[src/rtl/gpio_debounce.sv]
// GPIO input conditioning: a 2-FF synchroniser and a per-bit stability filter clocked by a shared prescaled tick.
// Defining GPIO_DEBOUNCE_BYPASS_EN adds bypass_i, which passes the synchronised input straight to data_o for each selected bit.
module gpio_debounce #(
  parameter int WIDTH        = 8,
  parameter int PRESCALE     = 1,
  parameter int STABLE_TICKS = 4
) (
  input  logic             wb_clk,
  input  logic             wb_rst,
  input  logic [WIDTH-1:0] pin_i,
`ifdef GPIO_DEBOUNCE_BYPASS_EN
  input  logic [WIDTH-1:0] bypass_i,
`endif
  output logic [WIDTH-1:0] data_o,
  output logic [WIDTH-1:0] rise_o,
  output logic [WIDTH-1:0] fall_o,
  output logic             tick_o
);

  localparam int CW = $clog2(STABLE_TICKS) + 1;
  localparam int PW = (PRESCALE > 1) ? $clog2(PRESCALE) : 1;
  localparam logic [PW-1:0] PRE_LAST = PW'(PRESCALE - 1);
  localparam logic [CW-1:0] CNT_LAST = CW'(STABLE_TICKS - 1);

  logic [WIDTH-1:0] sync1_q, sync2_q;
  logic [WIDTH-1:0] data_q, data_d;
  logic [WIDTH-1:0] rise_q, rise_d;
  logic [WIDTH-1:0] fall_q, fall_d;
  logic [WIDTH-1:0] byp;
  logic [PW-1:0]    pre_q, pre_d;
  logic             tick_q, tick_d;
  logic [CW-1:0]    cnt_q [WIDTH];
  logic [CW-1:0]    cnt_d [WIDTH];

`ifdef GPIO_DEBOUNCE_BYPASS_EN
  assign byp = bypass_i;
`else
  assign byp = '0;
`endif

  // The tick is registered so it reads 0 while reset is asserted, then is high for the cycle in which pre_q == PRESCALE-1.
  always_comb begin
    pre_d  = (pre_q == PRE_LAST) ? '0 : pre_q + 1'b1;
    tick_d = (pre_d == PRE_LAST);
  end

  always_comb begin
    data_d = data_q;
    for (int i = 0; i < WIDTH; i++) begin
      cnt_d[i] = cnt_q[i];
      if (byp[i]) begin
        data_d[i] = sync2_q[i];
        cnt_d[i]  = '0;
      end else if (sync2_q[i] == data_q[i]) begin
        cnt_d[i] = '0;
      end else if (tick_q) begin
        if (cnt_q[i] >= CNT_LAST) begin
          data_d[i] = sync2_q[i];
          cnt_d[i]  = '0;
        end else begin
          cnt_d[i] = cnt_q[i] + 1'b1;
        end
      end
    end
    rise_d = data_d & ~data_q;
    fall_d = ~data_d & data_q;
  end

  always_ff @(posedge wb_clk) begin
    if (wb_rst) begin
      sync1_q <= '0;
      sync2_q <= '0;
      data_q  <= '0;
      rise_q  <= '0;
      fall_q  <= '0;
      pre_q   <= '0;
      tick_q  <= 1'b0;
      for (int i = 0; i < WIDTH; i++) cnt_q[i] <= '0;
    end else begin
      sync1_q <= pin_i;
      sync2_q <= sync1_q;
      data_q  <= data_d;
      rise_q  <= rise_d;
      fall_q  <= fall_d;
      pre_q   <= pre_d;
      tick_q  <= tick_d;
      for (int i = 0; i < WIDTH; i++) cnt_q[i] <= cnt_d[i];
    end
  end

  assign data_o = data_q;
  assign rise_o = rise_q;
  assign fall_o = fall_q;
  assign tick_o = tick_q;

endmodule

[config.mk]
export PLATFORM = sky130hd
export DESIGN_NAME = gpio_debounce
export DESIGN_NICKNAME = d
export VERILOG_FILES = /design/src/rtl/gpio_debounce.sv
export SDC_FILE = /design/constraint.sdc
export NUM_CORES = 1
export LEC_CHECK = 0
export CAP_MARGIN = 5
export CORE_UTILIZATION = 55
export DETAILED_ROUTE_END_ITERATION = 6
export PLACE_DENSITY = 0.8
export SLEW_MARGIN = 20
export SYNTH_ARGS = -nofsm -noshare
export SYNTH_HDL_FRONTEND = slang
export SYNTH_SLANG_ARGS = --single-unit
[constraint.sdc]
create_clock -name wb_clk -period 3.6 [get_ports wb_clk]
set_input_delay 0.36 -clock wb_clk [delete_from_list [all_inputs] [get_ports wb_clk]]
set_output_delay 0.36 -clock wb_clk [all_outputs]
set_load 0.005 [all_outputs]
==> metrics.cfg <==
[power_and_ir_drop]
p_leak_nw=1.09
power_density_nw_per_um2=420
irDropWorstVdd_v=0.000263

[synth]
synthesis.nets=295
synthTopCellsByArea=dfxtp_1, ha_1, a21oi_1, nand2b_1, nand3b_1
synthTopCellsByCount=dfxtp_1, a21oi_1, nand2b_1, nor2_1
yosys.area.top_type=dfxtp_1
syn-cell-area_um2=2590
synthCells=269
avgSynthCellArea_um2=9.63
yosysMostFrequentCell=dfxtp_1
synth-seq-cells=65
synth-edff-count=0
yosysWarnings=0
yosys.area.top_type_share=0.502
synth.distinct_cells=21
async_flop_share=0
ys.flop_type=dfxtp_1
synth_seq_area_share=0.502

[routing]
num_vias=1938
wire_per_inst_um=12.9
ant_nets=0
viasPerCell=5.35
drcViolationCount=2
wl_met3_um=197
wirelength_um=4690
routed.top_layer=met4
dr_wl_met2_um=2090
dr.pass1.iters=7
drt_iter0_markers=118
met1_length_um=2310

[critical_path]
ff2ff_path_depth=4
r2r-start=tick_o
cp_max_fo=11
worst-path-buf-inv=1
startpoint=tick_o
crit_slowest_cell=clkdlybuf4s50_1
path_delay_family=buffers and inverters
crit_type=flop to output pin
cp.depth=1
cp-start-kind=flop
worstPathCellList=clkdlybuf4s50_1
crit_path_end_kind=output pin
slowest_delay_ns=0.58
crit_required_ns=3.24
arrival_ns=1.47

[floorplan]
core_area_um2=4440
placementRows=24
die_area_um2=4990
die_y_um=70.6
start_util=0.583
die_w_um=70.6
io_pins=35

[sta]
post-route-period-util=0.508
setup_tns_ns=0
setup_slack_ns=1.77
setup_viol=0
max_freq_ghz=0.546
hold_ws_ns=0.434
drv_slew=0
period_needed_ns=1.83
slew_headroom=0.528
hold_viol=0
finClkSkew_ns=0.00479
tightest_slew_ns=0.706
rsz0062_at_grt=no

[final_layout]
nets=333
ff_latch_area_um2=1300
num-fill-cells=350
drive_gt1_frac=0.0774
areaGrowthSynthToFinish_pct=20.8
multi_input_area_um2=1210
diodes=0

[clocking]
post_cts_buffers=0
postCtsHoldBufs=0
clk_pin_slew_ns=0.06
cts_buffers=9
insertion_delay_ns=0.33
h-tree-depth=3
clockBufferDepth=2
clock_sinks=65
ctsRootBufferMaster=clkbuf_8
cts_tree=done
cts_resized=0

[min_path]
whs_path_depth=1
min-delay-start=sync1_q[1]
hold_path_class=flop to flop

[grt]
grt_remaining_overflow=0
antenna_found_initial=0
grt_pass1_wl_um=8050
grt_pass1_vias=1828
grt_start_max_net_pins=33
grt.total_usage=0.211

[job]
drv_cap=0

[status]
outcome=complete, but fails checks
violations=DRC

[placed_design]
hpwl_um=3180
io_buffers=34
dp_slack_ns=1.53
place_congestion=0.736

==> final timing paths <==
kind,endpoint,slack (ns)
min reg2reg,sync2_q[1],0.43
min,sync2_q[1],0.43
max,tick_o,1.77
max reg2reg,rise_o[3],1.98
==> per-stage QoR <==
step	power, W	cell area [um^2]	instances	utilization
2_1_floorplan	0.000786	2590	269	-
3_3_place_gp	0.000806	2970	348	0.667
3_5_place_dp	0.000806	2970	348	0.667
4_1_cts	0.00132	3130	362	0.704
5_1_grt	0.00136	3130	362	0.704
6_report	0.00131	3130	362	0.704
==> state kept, by name, indices dropped and copies added (netlist names) <==
signal / count
data_o: 8
cnt_q: 24
sync2_q: 8
fall_o: 8
rise_o: 8
tick_o: 1
sync1_q: 8
==> cell families (layout without fill, tap and decap cells) <==
group | count (synthesis) | count (layout) | synth area share
flip-flops | 65 | 65 | 0.502
adder cells (fa/ha/maj) | 16 | 16 | 0.0773
buffers and inverters | 19 | 60 | 0.0319
AO/OA/AOI/OAI | 56 | 56 | 0.139
AND/OR/NAND/NOR | 113 | 113 | 0.249
==> metal layers <==
metal	vias up	track usage
met3	8	0.0627
li1	988	-
met4	0	0.100
met5	-	0
met2	45	0.328
met1	897	0.271
==> cells in the final DEF, fill, tap and decap left out <==
master           netlist  routed
nand2_1               16      16
buf_4                  1       2
inv_2                  1       1
clkbuf_8               0      11
a21oi_1               32      32
nor2_1                24      24
and2b_1                1       1
clkdlybuf4s50_1        0      34
nor2b_1               16      16
ha_1                  16      16
inv_1                  9       9
nand3b_1              16      16
dfxtp_1               65      65
nand3_1                8       8
nor4b_2                2       2
a21o_1                 8       8
nor3b_1                4       4
nor4b_1                2       2
a211oi_2               8       8
clkbuf_1               2       3
o21ai_0                8       8
nand2b_1              24      24
==> cell type report <==
cell class | count | share of cell area
tap | 52 | 0.0208
inverter | 10 | 0.0120
clock buffer | 14 | 0.0520
multi-input combinational | 185 | 0.386
sequential | 65 | 0.416
timing repair buffer | 36 | 0.114
==> power by group <==
group | switching [W] | internal [W] | total (W)
logic | 0.0000277 | 0.0000252 | 0.0000528
registers | 0.00000695 | 0.000730 | 0.000737
clock network | 0.000243 | 0.000281 | 0.000524
Power figures use the tool's default switching activity.
